### src/rtl/keypad_scanner_if.sv
// Keypad-side signal bundle: matrix rows in, columns out, decoded key out.
interface keypad_scanner_if;
  logic [3:0] row;        // active-low rows, pulled up externally
  logic [3:0] col;        // active-low column drive, one-hot zero
  logic [3:0] key;        // accepted key code = 4*row + col
  logic       key_valid;  // high while accepted key is held
  logic       key_tick;   // one-cycle pulse on accepted press

  // scanner side
  modport master (input row, output col, key, key_valid, key_tick);
  // keypad / consumer side
  modport slave  (output row, input col, key, key_valid, key_tick);
endinterface

### src/rtl/keypad_scanner.sv
// 4x4 matrix keypad scanner: column scan, 2-flop row sync, full-scan
// snapshot, debounce FSM over DB_SCANS scans, registered key/valid/tick.
module keypad_scanner #(
  parameter int SCAN_DIV = 100000,  // clk cycles per column, >= 4
  parameter int DB_SCANS = 10       // matching scans to accept, >= 1
) (
  input  logic             clk,
  input  logic             reset,   // async, active low
  keypad_scanner_if.master kp
);
  localparam int DW = $clog2(SCAN_DIV);
  localparam int CW = $clog2(DB_SCANS + 1);
  localparam logic [DW-1:0] DIV_LAST = DW'(SCAN_DIV - 1);
  localparam logic [DW-1:0] DIV_ONE  = DW'(1);
  localparam logic [CW-1:0] CNT_ONE  = CW'(1);
  localparam logic [CW-1:0] CNT_MAX  = CW'(DB_SCANS);

  typedef enum logic [1:0] {IDLE, DEB_PRESS, HELD, DEB_REL} state_t;

  logic [3:0]    row_s1_q, row_s2_q;
  logic [DW-1:0] div_q;
  logic [1:0]    cidx_q;
  logic [3:0]    col_q;
  logic [15:0]   snap_q, snap_d;
  logic          done_q;
  state_t        state_q, state_d;
  logic [CW-1:0] cnt_q, cnt_d;
  logic [3:0]    cand_q, cand_d;
  logic [3:0]    key_q, key_d;
  logic          valid_q, valid_d;
  logic          tick_q, tick_d;
  logic [4:0]    nset;
  logic [3:0]    idx;
  logic          is_none, is_single;

  // Merge the current column's pressed rows (inverted sync rows) into the snapshot.
  always_comb begin
    snap_d = snap_q;
    for (int r = 0; r < 4; r++) snap_d[{r[1:0], cidx_q}] = ~row_s2_q[r];
  end

  // Row synchroniser, column divider/rotation, snapshot capture, scan-done strobe.
  always_ff @(posedge clk or negedge reset) begin
    if (!reset) begin
      row_s1_q <= 4'hF;
      row_s2_q <= 4'hF;
      div_q    <= '0;
      cidx_q   <= 2'd0;
      col_q    <= 4'b1110;
      snap_q   <= '0;
      done_q   <= 1'b0;
    end else begin
      row_s1_q <= kp.row;
      row_s2_q <= row_s1_q;
      done_q   <= 1'b0;
      if (div_q == DIV_LAST) begin
        // sample at slot end: rows have settled and crossed the synchroniser
        div_q  <= '0;
        snap_q <= snap_d;
        cidx_q <= cidx_q + 2'd1;
        col_q  <= ~(4'b0001 << (cidx_q + 2'd1));
        done_q <= (cidx_q == 2'd3);
      end else begin
        div_q <= div_q + DIV_ONE;
      end
    end
  end

  // Classify the completed snapshot: bit count and index of the last set bit.
  always_comb begin
    nset = '0;
    idx  = '0;
    for (int i = 0; i < 16; i++) begin
      if (snap_q[i]) begin
        nset = nset + 5'd1;
        idx  = 4'(i);
      end
    end
    is_none   = (nset == 5'd0);
    is_single = (nset == 5'd1);
  end

  // Debounce FSM next state; only acts on the scan-done strobe.
  always_comb begin
    state_d = state_q;
    cnt_d   = cnt_q;
    cand_d  = cand_q;
    key_d   = key_q;
    valid_d = valid_q;
    tick_d  = 1'b0;
    if (done_q) begin
      case (state_q)
        IDLE: begin
          if (is_single) begin
            cand_d = idx;
            if (DB_SCANS == 1) begin
              key_d = idx; valid_d = 1'b1; tick_d = 1'b1;
              cnt_d = CNT_MAX; state_d = HELD;
            end else begin
              cnt_d = CNT_ONE; state_d = DEB_PRESS;
            end
          end
        end
        DEB_PRESS: begin
          if (is_single && idx == cand_q) begin
            if (cnt_q == CNT_MAX - CNT_ONE) begin
              key_d = cand_q; valid_d = 1'b1; tick_d = 1'b1;
              cnt_d = CNT_MAX; state_d = HELD;
            end else begin
              cnt_d = cnt_q + CNT_ONE;
            end
          end else if (is_single) begin
            cand_d = idx; cnt_d = CNT_ONE;
          end else begin
            cnt_d = '0; state_d = IDLE;
          end
        end
        HELD: begin
          // multi-key and other single keys are ignored until a full release
          if (is_none) begin
            if (DB_SCANS == 1) begin
              valid_d = 1'b0; cnt_d = '0; state_d = IDLE;
            end else begin
              cnt_d = CNT_ONE; state_d = DEB_REL;
            end
          end
        end
        DEB_REL: begin
          if (is_none) begin
            if (cnt_q == CNT_MAX - CNT_ONE) begin
              valid_d = 1'b0; cnt_d = '0; state_d = IDLE;
            end else begin
              cnt_d = cnt_q + CNT_ONE;
            end
          end else begin
            cnt_d = '0; state_d = HELD;
          end
        end
        default: state_d = IDLE;
      endcase
    end
  end

  // Debounce FSM state and registered outputs.
  always_ff @(posedge clk or negedge reset) begin
    if (!reset) begin
      state_q <= IDLE;
      cnt_q   <= '0;
      cand_q  <= '0;
      key_q   <= '0;
      valid_q <= 1'b0;
      tick_q  <= 1'b0;
    end else begin
      state_q <= state_d;
      cnt_q   <= cnt_d;
      cand_q  <= cand_d;
      key_q   <= key_d;
      valid_q <= valid_d;
      tick_q  <= tick_d;
    end
  end

  assign kp.col       = col_q;
  assign kp.key       = key_q;
  assign kp.key_valid = valid_q;
  assign kp.key_tick  = tick_q;
endmodule

### src/flat_wrapper.sv
// flat-port wrapper written by rule: the top's interface ports become plain ports
module keypad_scanner_flat 
#(
  parameter int SCAN_DIV = 100000,                                
  parameter int DB_SCANS = 10                                        
)
  (clk, reset, kp_row, kp_col, kp_key, kp_key_valid, kp_key_tick);
  keypad_scanner_if kp_i ();
  input  logic clk;
  input  logic reset;
  input wire logic [$bits(kp_i.row)-1:0] kp_row;
  output wire logic [$bits(kp_i.col)-1:0] kp_col;
  output wire logic [$bits(kp_i.key)-1:0] kp_key;
  output wire logic [$bits(kp_i.key_valid)-1:0] kp_key_valid;
  output wire logic [$bits(kp_i.key_tick)-1:0] kp_key_tick;
  assign kp_i.row = kp_row;
  assign kp_col = kp_i.col;
  assign kp_key = kp_i.key;
  assign kp_key_valid = kp_i.key_valid;
  assign kp_key_tick = kp_i.key_tick;
  keypad_scanner #(.SCAN_DIV(SCAN_DIV), .DB_SCANS(DB_SCANS)) u_core (.clk(clk), .reset(reset), .kp(kp_i));
endmodule
### config.mk
export PLATFORM = sky130hd
export DESIGN_NAME = keypad_scanner_flat
export DESIGN_NICKNAME = d
export VERILOG_FILES = /design/src/rtl/keypad_scanner_if.sv /design/src/rtl/keypad_scanner.sv /design/src/flat_wrapper.sv
export SDC_FILE = /design/constraint.sdc
export NUM_CORES = 1
export LEC_CHECK = 0
export CORE_ASPECT_RATIO = 1.75
export CORE_UTILIZATION = 35
export DETAILED_ROUTE_END_ITERATION = 6
export PLACE_DENSITY_LB_ADDON = 0.3
export SETUP_SLACK_MARGIN = 0.4
export SLEW_MARGIN = 10
export SYNTH_ARGS = -nofsm -noshare
export SYNTH_HDL_FRONTEND = slang
export SYNTH_SLANG_ARGS = --single-unit
### constraint.sdc
create_clock -name clk -period 15.6 [get_ports clk]
set_input_delay 3.12 -clock clk [delete_from_list [all_inputs] [get_ports clk]]
set_output_delay 3.12 -clock clk [all_outputs]
set_load 0.05 [all_outputs]
==> results of run 1 <==
through the flow:
step	instance area, um2	cells
global route	5250	684
CTS	5250	684
global placement	4930	668
detailed placement	4930	668
floorplan	4660	501
finish	5250	684
layer usage:
layer  vias to the layer above  share of wire, %  track usage, %
li1                       1773                 -               -
met2                        50                55            27.9
met4                         0               2.4            7.71
met3                        16               2.0            2.08
met5                         -                 0               0
met1                      1717                40            16.9
flip-flops by register name, indices dropped and copies added, names as in the netlist, 2 cells and up:
name	flops
u_core.div_q	17
u_core.snap_q	16
u_core.cand_q	4
u_core.cnt_q	4
u_core.kp.col	4
u_core.kp.key	4
u_core.row_s1_q	4
u_core.row_s2_q	4
u_core.cidx_q	2
u_core.state_q	2
layout make-up:
cell class | instances | area share (%)
multi-input cells | 391 | 54.3
flip-flops and latches | 64 | 30.8
clock buffers | 12 | 5.08
well taps | 171 | 4.08
repair buffers | 16 | 2.91
inverters | 26 | 1.86
clock inverters | 4 | 0.977
worst max-delay path, delay by kind of cell (launching register included):
| family | cells | cell delay, ps |
|---|---|---|
| compound gates | 13 | 2960 |
| fa+ha+maj | 14 | 3980 |
| buf+inv | 3 | 230 |
| flops | 1 | 400 |
| mux | 4 | 1210 |
| simple gates | 15 | 2480 |
layout by cell type, fill, tap and decap left out, types with 5 or more instances in the layout:
master           synthesis  routed
xnor3_1                  5       5
nand3_1                 23      23
nor3_1                   6       6
clkdlybuf4s50_1          0      14
nor2_1                  35      35
dfstp_2                 11      11
a21oi_1                 14      14
and3_1                   7       7
dfrtp_1                 53      53
nor4_1                   5       5
or3_1                    5       5
nand2_1                 64      64
a21o_1                   5       5
nor2b_1                  7       7
nand2b_1                 5       5
xnor2_1                 26      26
a31oi_1                  5       5
nand4_1                  9       9
ha_1                    22      22
clkbuf_16                0       9
xor2_1                  22      22
mux2i_1                  9       9
mux2_2                   7       7
inv_1                   25      25
o21ai_0                 34      34
logic make-up after synthesis:
family | count (synthesis)
multiplexers | 20
AND/OR/NAND/NOR | 190
adder cells (fa/ha/maj) | 22
XOR/XNOR | 62
buffers and inverters | 46
AO/OA/AOI/OAI | 97
flip-flops | 64
path summary, 6_finish.rpt:
| check | start | end | slack (ps) | cells after the start |
|---|---|---|---|---|
| max in group asynchronous | reset | u_core.cnt_q[2] | 12120 | 2 |
| min in group asynchronous | reset | u_core.div_q[2] | 2940 | 2 |
| setup reg to reg | u_core.snap_q[0] | u_core.cand_q[1] | 4200 | 49 |
| hold / removal | u_core.row_s1_q[0] | u_core.row_s2_q[0] | 350 | 0 |
| hold reg to reg | u_core.row_s1_q[0] | u_core.row_s2_q[0] | 350 | 0 |
| setup / recovery | u_core.snap_q[0] | u_core.cand_q[1] | 4200 | 49 |
power by group through the flow:
stage | combinational (uW) | clock, uW | sequential (uW)
6_report | 4.29 | 206 | 169
5_1_grt | 5.15 | 220 | 169
4_1_cts | 4.69 | 212 | 169
3_5_place_dp | 4.70 | 0 | 172
3_3_place_gp | 4.58 | 0 | 172
2_1_floorplan | 0.00215 | 0 | 171
==> run summary, run 1 <==
Initial Utilization: 36.0%
Post-synth top area share: 28.5%
Clk_skew: 4.80 ps
Syn Inst Count: 501
DR vias: 3,556
Setup CP Type: flop to flop
Setup repair bufs after CTS: 0
Final #Nets: 536
Peak VDD IR: 0.118 mV
Ys async rst share: 100%
Max-slew violations: 0
Grt ovf: 0
Pre-antenna DRT Iters: 5
Gr usage total: 15.4%
Synth Flop Type: dfrtp_1
Worst setup SP type: flop
CTS Buffer Depth: 2
Clk slew on worst S/H paths: 50 ps
Die area: 13,800 um2
DRC violation count after routing: 0
Clk root buf: clkbuf_16
Area grow syn2layout: 12.7%
Worst path arrival time: 11,610 ps
Multi-input gate area: 2850 um2
Sum of negative setup slack: 0 ps
Finished Core Util: 40.6%
Iter 0 DRT Violations: 118
Register area: 1620 um2
Main combinational cell family by area after synthesis: simple AND/OR/NAND/NOR gates
Worst path slowest cell: a2111oi_4
Switching pwr: 73.4 uW
Layout cells sized above 1: 11.1%
WL/cell: 13.6 um
Ant. Diodes: 0
Core area: 12,900 um2
Leakage: 0.00233 uW
# Max-Cap Violations: 0
Resized cells post-CTS: 0
Largest net degree at the start of global routing: 65
Rel. slew slack: 47.1%
Post-CTS Hold Buffers: 0
First-pass GRT wire length: 16,700 um
Post-synth EDFFs: 0
Critical path peak fanout: 9
Slowest stage delay, CP: 610 ps
Cell taking the most area after synthesis: dfrtp_1
Number of global-route vias before repair: 3,664
Mux cell area share after synthesis: 4.59%
Final WL: 9270 um
TritonCTS buffer count: 9
CTS tree: built
I/O pins: 16
Worst Path Required: 15,800 ps
Largest cells by area after synthesis: dfrtp_1, dfstp_2, ha_1
Detail Route Antenna Nets: 0
Most frequent cell after synthesis: nand2_1
Cell row count: 55
Chip Height: 155 um
Xor/xnor share of the synthesized area: 15.7%
Tcrit/Tclk final: 73.1%
Post-Syn Area: 4660 um2
H-tree lvl count: 3
DR vias/cell: 5.20
Die extent in x: 89.2 um
Setup ws final: 4200 ps
Final Hold Vio Count: 0
Top post-synthesis cells by count: nand2_1, dfrtp_1, nor2_1, o21ai_0, xnor2_1
Sequential area share after synthesis: 34.7%
Distinct cells, synth: 69
Combinational Power Share: 1.1%
Switching Fraction: 19.4%
FF+latch count, synth: 64
Post-Syn Nets: 529
IO Port Bufs: 15
Max Clk Rate: 87.7 MHz
Simple-gate portion of the synthesized area: 20.3%
Place WS: 4230 ps
Compound-Gate Fraction of Synth Area: 14.8%
Part of the power in registers: 44.5%
Adder-Cell Fraction of Synth Area: 5.91%
Pwr Total: 379 uW
Tmin final: 11,400 ps
CP endpoint kind: flop
Status: finished, final reports clean
Worst-case hold slack: 354 ps
CTS sink count: 64
Worst slew pin tran: 793 ps
P_int: 306 uW
YS warnings: 0
Routability Congestion: 0.816
Clock share of power: 54.3%
Crit-path most repeated cell: ha_1
Post-DP HPWL: 7030 um
Syn avg cell area: 9.30 um2
RSZ-0062 raised after global routing: false
# fillers: 1,336
Clk_lat worst skew: 330 ps
Antenna violations before repair: 0
Worst min path class: flop to flop
Pwr dens: 72.2 nW/um2
Number of setup violations in the final report: 0
(Power assumes the default switching activity.)
==> run 2, diff against run 1 <==
- clock period: 15.6 -> 9.81 ns (I/O delays scaled with it)
==> run summary, run 2 (same netlist as run 1, synthesis figures left out) <==
# Max-Cap Violations: 0 (unchanged)
Core area: 12,900 um2 (unchanged)
Max-slew violations: 0 (unchanged)
P_int: 440 uW (+44%)
Placed Area: 5150 um2 (+4.4%)
# fillers: 1,302 (-2.5%)
Clk_skew: 7.98 ps (+3.18 ps)
CP endpoint kind: flop
Clk root buf: clkbuf_16
Rel. slew slack: 43.8% (-3.3 points)
Crit-path most repeated cell: ha_4
Critical path depth: 50 (+2.0%)
Post-Place Cells: 671 (+0.45%)
DR vias/cell: 5.16 (-0.70%)
Clock share of power: 50.5% (-3.8 points)
Status: finished, final reports clean
H-tree lvl count: 3 (unchanged)
Final Hold Vio Count: 0 (unchanged)
Final WL: 10,300 um (+11%)
Cell row count: 55 (unchanged)
Pwr dens: 94.9 nW/um2 (+31%)
Number of setup violations in the final report: 0 (unchanged)
First-pass GRT wire length: 17,000 um (+2.2%)
Finished Core Util: 45.3% (+4.7 points)
CTS Buffer Depth: 2 (unchanged)
Initial Utilization: 36.0% (unchanged)
Worst min path class: flop to flop
Switching Fraction: 20.9% (+1.5 points)
Area grow syn2layout: 25.8%
TritonCTS buffer count: 9 (unchanged)
WHS Path Cells: 0 (unchanged)
Chip Height: 155 um (unchanged)
Clk slew on worst S/H paths: 60 ps (about the same)
Cell area after layout: 5860 um2 (+12%)
Post-DP HPWL: 7330 um (+4.3%)
Worst path slowest cell: or3_4
Worst-case hold slack: 347 ps (-7.59 ps)
Post-CTS Hold Buffers: 0 (unchanged)
Die area: 13,800 um2 (unchanged)
Gr usage total: 15.6% (+0.23 points)
Die extent in x: 89.2 um (unchanged)
Pre-antenna DRT Iters: 4 (-1)
Combinational Power Share: 1.2% (about the same)
Place WS: -125 ps (-4350 ps)
I/O pins: 16 (unchanged)
IO Port Bufs: 15 (unchanged)
RSZ-0062 raised after global routing: true
Biggest register: u_core.div_q
Iter 0 DRT Violations: 118 (unchanged)
Cell Count, Final, Fillers Out: 714 (+4.4%)
Worst slew pin tran: 836 ps (+43.0 ps)
Grt ovf: 0 (unchanged)
Tmin final: 9260 ps (-2140 ps)
Bufs and invs on worst path: 4 (+1)
Largest regs: u_core.div_q: 17 flops, u_core.snap_q: 16 flops
Most frequent cells in the layout: nand2_1, dfrtp_1, nor2_1
Worst Path Required: 10,010 ps (-5790 ps)
Delay-heaviest family, CP: adder cells
Worst setup SP type: flop
Commonest non-fill, non-tap cell in the layout: nand2_1
Antenna violations before repair: 0 (unchanged)
DRC violation count after routing: 0 (unchanged)
Setup CP Type: flop to flop
Number of global-route vias before repair: 3,727 (+1.7%)
Clk_lat worst skew: 320 ps (about the same)
Largest net degree at the start of global routing: 65 (unchanged)
Slowest stage delay, CP: 430 ps (-180 ps)
Layout cells sized above 1: 24.9% (+14 points)
Routability Congestion: 0.882 (+8.2%)
Worst path arrival time: 9470 ps (-2140 ps)
Tcrit/Tclk final: 94.4% (+21 points)
CTS tree: built
DR vias: 3,686 (+3.7%)
Final #Nets: 566 (+5.6%)
Setup ws final: 545 ps (-3650 ps)
Switching pwr: 116 uW (+58%)
Critical path peak fanout: 4 (-5)
WL/cell: 14.4 um (+6.4%)
Peak VDD IR: 0.110 mV (-6.5%)
Part of the power in registers: 48.3% (+3.8 points)
Max FFs per register: 17 (unchanged)
Ant. Diodes: 0 (unchanged)
Detail Route Antenna Nets: 0 (unchanged)
Leakage: 0.00252 uW (+8.0%)
R2R cell count: 50 (+2.0%)
Max Clk Rate: 108 MHz (+23%)
CTS sink count: 64 (unchanged)
run 2: cell types whose count changed in the layout (fill, tap and decap cells not counted), moves of 5 or more:
| cell | change |
|---|---|
| ha_4 | +12 |
| nand2_4 | +5 |
| buf_4 | +28 |
| mux2_2 | -5 |
| ha_1 | -13 |
| nand2_1 | -7 |
| mux2_4 | +9 |
run 2: final timing paths:
kind                                     from                 end  slack, ps
max reg2reg                  u_core.snap_q[1]    u_core.cand_q[2]        550
min                        u_core.row_s1_q[1]  u_core.row_s2_q[1]        350
max in group asynchronous               reset    u_core.cand_q[0]       7470
min reg2reg                u_core.row_s1_q[1]  u_core.row_s2_q[1]        350
max                          u_core.snap_q[1]    u_core.cand_q[2]        550
min in group asynchronous               reset     u_core.div_q[4]       1800
run 2: timing repair:
action,in CTS,in global routing
resized for setup,10,35
setup buffers,9,18
endpoints found under the setup margin,16,16
pin swaps,10,19
hold endpoints to repair,0,0
run 2: area by class of cell:
class                           instances  area (um2)  share of cell area (%)
Clock inverter                          5        35.0                   0.598
Clock buffer                           11         233                    3.97
Inverter                               26         100                    1.71
Timing Repair Buffer                   46         385                    6.58
Sequential cell                        64        1620                    27.6
Multi-Input combinational cell        391        3280                    55.9
Tap cell                              171         214                    3.65
run 2: power groups by stage:
stage / Clock (uW) / Sequential, uW / Combinational [uW]
2_1_floorplan: 0 / 272 / 0.00264
3_3_place_gp: 0 / 273 / 7.34
3_5_place_dp: 0 / 273 / 7.38
4_1_cts: 291 / 268 / 7.41
5_1_grt: 301 / 268 / 8.33
6_report: 280 / 268 / 6.89
run 2: worst register-to-register path, delay by kind of cell (launching register included):
kind | cells | cell delay [ps]
AND/OR/NAND/NOR | 16 | 2130
flip-flops | 1 | 410
multiplexers | 4 | 1150
buffers and inverters | 4 | 390
adder cells (fa/ha/maj) | 14 | 3460
AO/OA/AOI/OAI | 12 | 1590
run 2: per-layer routing:
layer  global-route usage, %  wire [um]  vias to the layer above
li1                        -          -                     1844
met4                    6.42        171                        0
met1                    17.0       4050                     1784
met5                       0          0                        -
met2                    29.3       5910                       44
met3                    1.81        168                       14
run 2: through the flow:
stage	TNS, ps	total power, uW
floorplan	0	272
global placement	0	280
detailed placement	-782	280
CTS	0	567
global route	0	578
finish	0	556
==> run 3, diff against run 2 <==
- CORE_UTILIZATION: 35 -> 56
- SLEW_MARGIN: 10 -> default
==> run summary, run 3 (same netlist as run 1, synthesis figures left out) <==
Place WS: -55.9 ps (+68.8 ps)
Max-slew violations: 0 (unchanged)
Antenna violations before repair: 0 (unchanged)
Switching pwr: 116 uW (+0.32%)
Clk root buf: clkbuf_16
IO Port Bufs: 15 (unchanged)
Die extent in x: 70.9 um (-20%)
Routability Congestion: 0.871 (-1.3%)
Peak VDD IR: 0.201 mV (+82%)
Worst slew pin tran: 792 ps (-44.2 ps)
Post-DP HPWL: 6910 um (-5.7%)
Gr usage total: 24.6% (+9.0 points)
Chip Height: 123 um (-21%)
Layout cells sized above 1: 26.2% (+1.3 points)
Grt ovf: 0 (unchanged)
Worst setup SP type: flop
Crit-path most repeated cell: ha_4
CTS Buffer Depth: 2 (unchanged)
Largest regs: u_core.div_q: 17 flops, u_core.snap_q: 16 flops
Initial Utilization: 58.1% (+22 points)
DR vias/cell: 5.75 (+11%)
Clk_skew: 8.58 ps (+0.593 ps)
# fillers: 564 (-57%)
H-tree lvl count: 3 (unchanged)
Max FFs per register: 17 (unchanged)
Pwr dens: 96.6 nW/um2 (+1.8%)
Pre-antenna DRT Iters: 4 (unchanged)
I/O pins: 16 (unchanged)
Core area: 8020 um2 (-38%)
Worst path slowest cell: dfrtp_1
Final Hold Vio Count: 0 (unchanged)
Combinational Power Share: 1.2% (about the same)
Register area: 1620 um2 (about the same)
Worst Path Required: 10,010 ps (about the same)
Post-Place Cells: 590 (-12%)
Rel. slew slack: 47.2% (+3.3 points)
TritonCTS buffer count: 9 (unchanged)
DRC violation count after routing: 0 (unchanged)
Clk_lat worst skew: 330 ps (about the same)
Setup CP Type: flop to flop
Final #Nets: 580 (+2.5%)
Tmin final: 9160 ps (-104 ps)
CTS tree: built
Detail Route Antenna Nets: 0 (unchanged)
DR vias: 3,721 (+0.95%)
CP endpoint kind: flop
P_int: 447 uW (+1.7%)
First-pass GRT wire length: 16,900 um (-0.93%)
Leakage: 0.00259 uW (+2.6%)
CTS sink count: 64 (unchanged)
Die area: 8700 um2 (-37%)
Clk slew on worst S/H paths: 50 ps (about the same)
RSZ-0062 raised after global routing: false
Final WL: 10,200 um (-1.3%)
Multi-input gate area: 3240 um2 (-1.1%)
Cell row count: 43 (-22%)
Ant. Diodes: 0 (unchanged)
WL/cell: 15.7 um (+8.9%)
Iter 0 DRT Violations: 169 (+43%)
Part of the power in registers: 47.6% (-0.7 points)
Clock share of power: 51.2% (+0.7 points)
Most frequent cells in the layout: nand2_1, dfrtp_1, buf_4
Slowest stage delay, CP: 400 ps (-30 ps)
Cell Count, Final, Fillers Out: 647 (-9.4%)
Area grow syn2layout: 25.3%
Commonest non-fill, non-tap cell in the layout: nand2_1
Worst path arrival time: 9360 ps (-110 ps)
# Max-Cap Violations: 0 (unchanged)
Switching Fraction: 20.6% (-0.22 points)
Tcrit/Tclk final: 93.4% (-1.1 points)
Worst min path class: flop to flop
Critical path peak fanout: 4 (unchanged)
Largest net degree at the start of global routing: 65 (unchanged)
Status: finished, final reports clean
Max Clk Rate: 109 MHz (+1.1%)
Number of global-route vias before repair: 3,827 (+2.7%)
Setup ws final: 649 ps (+104 ps)
Biggest register: u_core.div_q
Number of setup violations in the final report: 0 (unchanged)
==> run 3: changes by cell type in the layout (fill, tap and decap cells not counted), moves of 2 or more <==
cell / previous run / this run
buf_4: 29 / 42
mux2_1: 0 / 4
mux2_4: 9 / 6
nand2_2: 2 / 5
nand2_1: 57 / 55
==> run 3: layer usage <==
layer / up-vias / track usage (%) / share of wire (%)
met2: 40 / 46.6 / 56
met4: 0 / 10.1 / 1.8
met1: 1797 / 27.4 / 41
met5: - / 0 / 0
li1: 1868 / - / -
met3: 16 / 3.12 / 1.4
==> run 3: area by class of cell <==
class	count	share of cell area (%)
Timing Repair Buffer	60	8.47
Tap cell	90	1.93
Sequential cell	64	27.7
Clock inverter	4	0.515
Clock buffer	12	4.22
Multi-Input combinational cell	391	55.5
Inverter	26	1.67
==> run 3: final timing paths <==
check                                   start                  to  slack (ps)  cells after the start
hold / removal             u_core.row_s1_q[1]  u_core.row_s2_q[1]         350                      0
min in group asynchronous               reset   u_core.state_q[1]        1790                      2
setup reg to reg             u_core.snap_q[1]    u_core.cand_q[0]         650                     50
setup / recovery             u_core.snap_q[1]    u_core.cand_q[0]         650                     50
max in group asynchronous               reset    u_core.snap_q[2]        7450                      2
hold reg to reg            u_core.row_s1_q[1]  u_core.row_s2_q[1]         350                      0
==> run 3: what timing repair did <==
item / in CTS / in global routing
hold buffers: 0 / 0
endpoints found under the hold margin: 0 / 0
pin swaps: 11 / 20
endpoints found under the setup margin: 15 / 16
resized for setup: 13 / 26
setup buffers: 21 / 20
==> run 3: power groups by stage <==
| stage | Clock (uW) | Combinational, uW | Sequential, uW |
|---|---|---|---|
| floorplan | 0 | 0.00264 | 272 |
| global placement | 0 | 7.00 | 273 |
| detailed placement | 0 | 7.25 | 273 |
| CTS | 295 | 7.27 | 268 |
| global route | 306 | 8.10 | 268 |
| finish | 288 | 6.75 | 268 |
==> run 3: critical path, delay by kind of cell, from the launching register on <==
family | cells | cell delay [ps]
fa+ha+maj | 14 | 3460
simple gates | 13 | 1560
compound gates | 13 | 1600
xor+xnor | 1 | 190
flops | 1 | 400
mux | 4 | 1170
buf+inv | 5 | 640
==> run 3: through the flow <==
stage	total power [uW]	area, um2	setup TNS (ps)	hold slack (ps)	util (%)
finish	564	5840	0	349	72.8
global route	583	5840	0	355	72.8
CTS	570	5550	0	353	69.2
detailed placement	280	5050	-324	347	63.0
global placement	280	5050	0	346	63.0
floorplan	272	4850	0	345	-
